--- src/rtl/nibble_serial_adder.sv ---
// rtl/nibble_serial_adder.sv - nibble-serial WIDTH-bit adder built on one 4-bit CLA slice
//
// Adder4: 4-bit carry-lookahead slice
//   a, b   in   4   nibble operands
//   cin    in   1   carry into bit 0
//   c      out  4   sum nibble
//   p, g   out  4   per-bit propagate / generate
//
// nibble_serial_adder: WIDTH-bit adder, one nibble per cycle, low nibble first
//   clk, rst_n            clock, asynchronous active-low reset
//   in_valid, in_ready    operand handshake (in_ready high only in IDLE)
//   a, b, cin             operands and carry in
//   out_valid, out_ready  result handshake (out_valid high only in DONE)
//   sum, cout, ovf        result, carry out, signed overflow
//   busy                  high while nibble passes are running

module Adder4 (
   input  logic [3:0] a,
   input  logic [3:0] b,
   input  logic       cin,
   output logic [3:0] c,
   output logic [3:0] p,
   output logic [3:0] g
);
   logic [3:0] cy;

   assign p = a ^ b;
   assign g = a & b;

   // Lookahead carries into each bit position.
   assign cy[0] = cin;
   assign cy[1] = g[0] | (p[0] & cin);
   assign cy[2] = g[1] | (p[1] & g[0]) | (p[1] & p[0] & cin);
   assign cy[3] = g[2] | (p[2] & g[1]) | (p[2] & p[1] & g[0]) | (p[2] & p[1] & p[0] & cin);

   assign c = p ^ cy;
endmodule

module nibble_serial_adder #(
   parameter int WIDTH = 16
) (
   input  logic             clk,
   input  logic             rst_n,
   input  logic             in_valid,
   output logic             in_ready,
   input  logic [WIDTH-1:0] a,
   input  logic [WIDTH-1:0] b,
   input  logic             cin,
   output logic             out_valid,
   input  logic             out_ready,
   output logic [WIDTH-1:0] sum,
   output logic             cout,
   output logic             ovf,
   output logic             busy
);
   localparam int NIB = WIDTH / 4;
   localparam int CW  = (NIB > 1) ? $clog2(NIB) : 1;

   if ((WIDTH < 4) || ((WIDTH % 4) != 0)) begin : g_width_check
      $error("nibble_serial_adder: WIDTH must be a multiple of 4 and >= 4");
   end

   typedef enum logic [1:0] {
      IDLE = 2'd0,
      RUN  = 2'd1,
      DONE = 2'd2
   } state_t;

   state_t           state;
   logic [WIDTH-1:0] a_sh;
   logic [WIDTH-1:0] b_sh;
   logic [WIDTH-1:0] res;
   logic             carry;
   logic [CW-1:0]    cnt;

   logic [3:0]       s;
   logic [3:0]       p;
   logic [3:0]       g;
   logic             c3;
   logic             co;
   logic [WIDTH+3:0] res_cat;
   logic             unused_bits;

   Adder4 u_slice (
      .a   (a_sh[3:0]),
      .b   (b_sh[3:0]),
      .cin (carry),
      .c   (s),
      .p   (p),
      .g   (g)
   );

   // s[3]^p[3] recovers the carry into slice bit 3, so the nibble carry-out
   // and the MSB carry-in (needed for overflow) come from slice outputs only.
   assign c3 = s[3] ^ p[3];
   assign co = g[3] | (p[3] & c3);

   // New nibble enters at the top; the bottom nibble falls off.
   assign res_cat = {s, res};

   assign unused_bits = ^{p[2:0], g[2:0], res_cat[3:0]};

   always_ff @(posedge clk or negedge rst_n) begin
      if (!rst_n) begin
         state     <= IDLE;
         in_ready  <= 1'b1;
         out_valid <= 1'b0;
         busy      <= 1'b0;
         sum       <= '0;
         cout      <= 1'b0;
         ovf       <= 1'b0;
         a_sh      <= '0;
         b_sh      <= '0;
         res       <= '0;
         carry     <= 1'b0;
         cnt       <= '0;
      end else begin
         case (state)
            IDLE: begin
               if (in_valid && in_ready) begin
                  a_sh     <= a;
                  b_sh     <= b;
                  carry    <= cin;
                  cnt      <= '0;
                  state    <= RUN;
                  in_ready <= 1'b0;
                  busy     <= 1'b1;
               end
            end
            RUN: begin
               a_sh  <= a_sh >> 4;
               b_sh  <= b_sh >> 4;
               res   <= res_cat[WIDTH+3:4];
               carry <= co;
               cnt   <= cnt + 1'b1;
               if (cnt == CW'(NIB - 1)) begin
                  // Final pass: publish the full result in one edge so sum
                  // never shows partial data.
                  sum       <= res_cat[WIDTH+3:4];
                  cout      <= co;
                  ovf       <= c3 ^ co;
                  state     <= DONE;
                  busy      <= 1'b0;
                  out_valid <= 1'b1;
               end
            end
            DONE: begin
               if (out_valid && out_ready) begin
                  state     <= IDLE;
                  out_valid <= 1'b0;
                  in_ready  <= 1'b1;
               end
            end
            default: begin
               state     <= IDLE;
               in_ready  <= 1'b1;
               out_valid <= 1'b0;
               busy      <= 1'b0;
            end
         endcase
      end
   end
endmodule

--- config.mk ---
export PLATFORM = sky130hd
export DESIGN_NAME = nibble_serial_adder
export DESIGN_NICKNAME = d
export VERILOG_FILES = /design/src/rtl/nibble_serial_adder.sv
export SDC_FILE = /design/constraint.sdc
export NUM_CORES = 1
export LEC_CHECK = 0
export ABC_CLOCK_PERIOD_IN_PS = 1950
export CORE_UTILIZATION = 49
export CTS_BUF_LIST = sky130_fd_sc_hd__clkbuf_2
export CTS_CLUSTER_DIAMETER = 120
export DETAILED_ROUTE_END_ITERATION = 8
export GPL_ROUTABILITY_DRIVEN = 0
export HOLD_SLACK_MARGIN = 0.1
export PLACE_DENSITY = 0.82
export SLEW_MARGIN = 20
export SYNTH_ARGS = -nofsm -noshare
export SYNTH_HDL_FRONTEND = slang
export SYNTH_SLANG_ARGS = --single-unit
--- constraint.sdc ---
create_clock -name clk -period 1.95 [get_ports clk]
set_input_delay 0.4875 -clock clk [delete_from_list [all_inputs] [get_ports clk]]
set_output_delay 0.4875 -clock clk [all_outputs]
set_load 0.005 [all_outputs]
[Word level (Yosys, flattened, before mapping)]
Cells that the tools add are included.
Word-level totals
  RAM bits: 0
  memory bits (read-only): 0
  bits of input ports: 37
  register bits: 74
  output and inout bits: 21
  latch bits: 0
  memories: 0
Operators by class
  shift-type cells: 0
  $mul: 0
  divide/modulo/power cells: 0
  reduce and logical (&&, ||, !) cells: 10
  add/sub/neg operators: 1
  $lt $le $gt $ge: 0
  bitwise logic cells: 25
  eq/ne operators: 6
  mux-type cells: 21
Operators with widths (count)
  $pmux W16 S2: 2
  $mux W16: 2
  $reduce_and A3 Y1: 4
  $and A1 B1 Y1: 10
  $pmux W1 S3: 3
  $mux W2: 4
  $xor A4 B4 Y4: 2
  $mux W1: 7
  $or A1 B1 Y1: 7
  $ne A2 B2 Y1 const B: 3
  $pmux W2 S3: 1
  $and A4 B4 Y4: 1
  $eq A2 B2 Y1 const B: 2
  $pmux W2 S2: 1
  $reduce_and A2 Y1: 2
  $not A1 Y1: 3
  $add A2 B1 Y2 const B: 1
  $eq A2 B1 Y1 const B: 1
  $logic_and A1 B1 Y1: 2
  $logic_not A2 Y1: 1
  $pmux W1 S2: 1
  $reduce_bool A2 Y1: 1
  $xor A1 B1 Y1: 2

[Depth between registers and ports, before layout]
  word-level depth: 10
  depth in mapped cells: 8

[Modules after synthesis]
Synthesis repeated with hierarchy kept, for this count alone.
Second synthesis, totals
  cells, all modules: 320
  area total of the unflattened synthesis: 3218.1 sq um
Modules (own cells, without submodules)
  nibble_serial_adder: cells each 301, sequential area each 1752.9 sq um, times used 1, area each 3055.4 sq um
  Adder4: cells each 19, sequential area each 0.0 sq um, times used 1, area each 162.7 sq um

[Worst setup path before layout]
OpenSTA, ideal clock, no wires.
  path type: reg2reg
  from: register a_sh[1]
  to: register ovf
  path slack: -0.073 ns
  data arrival time: 1.894 ns
  clock period less this slack: 2.023 ns
  path buffers: 0
  cell stages (with the launch flop): 9
  cells stage by stage: dfrtp_1 -> ha_1 -> nand3_1 -> a21boi_0 -> nor2_1 -> fa_1 -> xor2_1 -> xnor2_1 -> o21ai_0
On the way
  word-level cells in the longest chain between the ends: 10
  elaborated cells between the ends (all ways): 15
  classes of those cells: bitwise: 15
RTL lines
  start, declared: line 70  | logic [WIDTH-1:0] a_sh;
  start signal, assigned: line 131  | a_sh <= a_sh >> 4;
  $and A4 B4 Y4 or $xor A4 B4 Y4 (tied branches): line 28, 27
  $and A1 B1 Y1: line 34  | assign cy[3] = g[2] | (p[2] & g[1]) | (p[2] & p[1] & g[0]) | (p[2] & p[1] & p[0] & cin);
  $or A1 B1 Y1 or $and A1 B1 Y1 (tied branches) (2 in series): line 34
  $or A1 B1 Y1 *: line 34
  $xor A4 B4 Y4 *: line 36  | assign c = p ^ cy;
  $xor A1 B1 Y1 *: line 95  | assign c3 = s[3] ^ p[3];
  $and A1 B1 Y1: line 96  | assign co = g[3] | (p[3] & c3);
  $or A1 B1 Y1: line 96
  $xor A1 B1 Y1 *: line 141  | ovf <= c3 ^ co;
  end signal, assigned: line 141
  end, declared: line 53  | output logic ovf,
Every way passes the cells marked *; elsewhere a longest branch is shown, timed or not.
A chain may end at the register's enable or synchronous reset.

[Worst setup path after layout]
Same ends and word-level chain as after synthesis.

==> reports/summary.md <==
* **DRC errors left** 0
* **diode insertion count for antenna repair** 0
* **number of sinks on the clock net** 70
* **violation count after the first detailed-route iteration** 167
* **Final Cycle Share** 97.3%
* **Layout Area Growth over Synthesis** 29.0%
* **depth of the worst register-to-register path** 7
* **critical path class** flip-flop to flip-flop
* **dpl ws** -0.0516 ns
* **antenna violations before repair** 0
* **crit path max fanout** 3
* **first drt pass iteration count** 5
* **Post-Route Skew** 0.0287 ns
* **remaining antenna violation count after routing** 0
* **VDD IR max** 0.636 mV
* **Port Buffer Count** 57
* **run status** completed
* **number of global-route vias before repair** 2222
* **worst max-slew margin expressed relative to the limit** 65.6%
* **fraction of final layout cells with drive strength greater than 1** 14.0%
* **Final TNS setup** 0 ns
* **clock transition at the registers of the reported paths** 0.22 ns
* **initial standard-cell utilization of the core** 51.9%
* **via/cell ratio** 5.24
* **synthesized area per cell** 9.99 um^2
* **number of nets in the final layout** 426
* **data arrival time of the critical path** 2.33 ns
* **Slew Viols, Final** 0
* **highest-count cells in the layout ignoring fill and taps** 94 x sky130_fd_sc_hd__nand2_1, 69 x sky130_fd_sc_hd__dfrtp_1, 42 x sky130_fd_sc_hd__clkdlybuf4s50_1
* **PwrDens** 1520 mW/mm^2
* **clock root buffer** sky130_fd_sc_hd__clkbuf_2
* **minimum period implied by the final worst setup slack** 1.90 ns
* **RSZ-0062 raised after global routing** yes
* **distinct cell type count after synthesis** 34
* **commonest non-fill, non-tap cell in the layout** sky130_fd_sc_hd__nand2_1
* **number of instances in the synthesized netlist** 313
* **final WL** 6320 um
* **Cell Area, Synth** 0.00313 mm^2
* **placeable core area** 0.00603 mm^2
* **Die Span X** 81.9 um
* **Yosys warning count** 0
* **Hold/Removal Path Class** input port to async pin
* **number of buffers on the longest clock path** 2
* **Leak** 2.12 nW
* **global-route wire length before repair** 10300 um
* **cts bufs inserted** 9
* **count of pins on the block boundary** 58
* **cell taking the most area after synthesis** sky130_fd_sc_hd__dfrtp_1
* **element type at the critical path end** flip-flop
* **endpoint required time on the critical path** 2.38 ns
* **Final Hold Viols** 0
* **CTS tree** yes
* **startpoint of the most critical register-to-register path** a_sh[1]$_DFFE_PN0P_
* **top cell type's share of synthesized area** 55.2%
* **vertical die dimension** 81.9 um
* **CP Launch Type** flip-flop
* **die area** 0.00670 mm^2
* **GRT Overall Usage** 20.7%
* **syn_nets** 357
* **total number of vias** 2421
* **sum of overflow across all layers after global routing** 0
* **DPL Wire Length** 4340 um
* **fraction of the yosys area taken by sequential cells** 56.1%
* **Worst Tran Pin Value** 0.517 ns
* **upper clock frequency limit** 0.527 GHz
* **fin worst setup slack** 0.0520 ns
* **pin count of the biggest net entering global routing** 71
* **number of H-tree branching levels** 3
* **wire length per cell after detailed routing** 13.7 um
* **number of synthesized register bits** 70
* **source-to-sink clock delay at the later pin of the worst-skew pair** 0.52 ns
* **cells taking the most area after synthesis** sky130_fd_sc_hd__dfrtp_1 55%, sky130_fd_sc_hd__nand2_1 11%, sky130_fd_sc_hd__a31oi_1 4.8%, sky130_fd_sc_hd__nor2_1 3.2%, sky130_fd_sc_hd__buf_6 2.5%
* **Reg2Reg Setup Slack** 0.05 ns
* **total of max-cap violations** 0
* **capture instance of the worst register-to-register path** ovf$_DFFE_PN0P_
* **count of standard-cell rows** 28
* **count of final setup violators** 0
-- Yosys cell counts --
cell and instances:
sky130_fd_sc_hd__o2bb2ai_1 1, sky130_fd_sc_hd__dfstp_2 1, sky130_fd_sc_hd__a31oi_1 24, sky130_fd_sc_hd__o31ai_1 2, sky130_fd_sc_hd__fa_1 2, sky130_fd_sc_hd__nand3b_1 1
sky130_fd_sc_hd__nor2_1 27, sky130_fd_sc_hd__nor2b_2 1, sky130_fd_sc_hd__and3b_2 1, sky130_fd_sc_hd__ha_1 5, sky130_fd_sc_hd__mux2_2 5, sky130_fd_sc_hd__xnor2_1 1
sky130_fd_sc_hd__dfrtp_1 69, sky130_fd_sc_hd__buf_6 7, sky130_fd_sc_hd__xor2_1 2, sky130_fd_sc_hd__nand3b_4 2, sky130_fd_sc_hd__nor3_1 2, sky130_fd_sc_hd__clkbuf_1 2
sky130_fd_sc_hd__nand3_1 6, sky130_fd_sc_hd__buf_2 8, sky130_fd_sc_hd__o22ai_1 1, sky130_fd_sc_hd__o21ai_0 13, sky130_fd_sc_hd__buf_4 3, sky130_fd_sc_hd__o21ai_1 3
sky130_fd_sc_hd__and3b_1 1, sky130_fd_sc_hd__o22a_1 1, sky130_fd_sc_hd__a21oi_1 7, sky130_fd_sc_hd__mux2i_1 2, sky130_fd_sc_hd__a211oi_2 1, sky130_fd_sc_hd__mux2_1 7
sky130_fd_sc_hd__inv_1 6, sky130_fd_sc_hd__nand2b_1 4, sky130_fd_sc_hd__nand2_1 94, sky130_fd_sc_hd__a21boi_0 1
-- cell families (layout without fill, tap and decap cells) --
logic type,count (synthesis),in the layout,share of synthesized area (%)
AOI/OAI and AO/OA,54,54,10.4
xor gates and xnor gates,3,3,0.840
adders and majority gates,7,7,3.28
buffers and inverters,26,100,5.48
DFF,70,70,56.1
muxes,14,14,4.96
and+or+nand+nor,139,139,19.0
-- critical path, stage by stage (launching register included) --
cell	delay [ns]
sky130_fd_sc_hd__dfrtp_1	0.45
sky130_fd_sc_hd__ha_4	0.26
sky130_fd_sc_hd__a21oi_2	0.16
sky130_fd_sc_hd__a21boi_2	0.07
sky130_fd_sc_hd__nor2_1	0.14
sky130_fd_sc_hd__fa_2	0.49
sky130_fd_sc_hd__xnor2_1	0.16
sky130_fd_sc_hd__o21ai_0	0.08
-- layer usage --
metal	vias to the layer above	global-route usage, %	share of wire, %
met5	-	0	0
met4	0	10.2	2.0
met3	12	3.89	4.7
met2	67	31.9	48
met1	1160	28.2	45
li1	1182	-	-
-- report_power, final --
part / total, mW / switching, mW / leakage (nW) / internal, mW
sequential: 2.55 / 0.441 / 0.870 / 2.11
clock: 0.976 / 0.548 / 0.0785 / 0.428
combinational: 2.61 / 1.24 / 1.17 / 1.38
-- sequential cells by signal, indices dropped and copies added (netlist names), 2 cells and up --
register and count:
a_sh 16, b_sh 16, cnt 2, res 12
state 2, sum 16
-- timing repair --
| action | in CTS | in global routing |
|---|---|---|
| endpoints found under the hold margin | 69 | 0 |
| setup endpoints to repair | 5 | 13 |
| buffers inserted | 2 | 5 |
| gates resized for setup | 6 | 12 |
| hold buffers | 1 | 0 |
| pin swaps | 1 | 1 |
| cloned | 0 | 0 |
-- worst max-delay path by stage --
stage	startpoint	end
floorplan	a_sh[1]$_DFFE_PN0P_	ovf$_DFFE_PN0P_
finish	a_sh[1]$_DFFE_PN0P_	ovf$_DFFE_PN0P_
detailed placement	a_sh[1]$_DFFE_PN0P_	ovf$_DFFE_PN0P_
global route	b_sh[1]$_DFFE_PN0P_	ovf$_DFFE_PN0P_
global placement	a_sh[1]$_DFFE_PN0P_	ovf$_DFFE_PN0P_
CTS	sum[14]$_DFFE_PN0P_	sum[14]
-- through the flow --
stage,hold slack (ns),power (mW),instance area (um^2),utilization [%],std cells
floorplan,0.192,4.07,3130,-,313
global placement,0.453,4.93,3780,62.7,438
detailed placement,0.455,5.08,3780,62.7,438
CTS,0.472,6.10,3960,65.7,457
global route,0.479,6.59,4030,66.9,462
finish,0.490,6.14,4030,66.9,462
-- layout make-up --
cell class              instances  area [um^2]
clock buffers                   9         45.0
clock inverters                 7         97.6
fillers                       480         1990
inverters                       6         22.5
multi-input cells             217         1230
flip-flops and latches         70         1750
well taps                      75         93.8
repair buffers                 78          787
No activity file was read; power rests on OpenSTA's default activity.
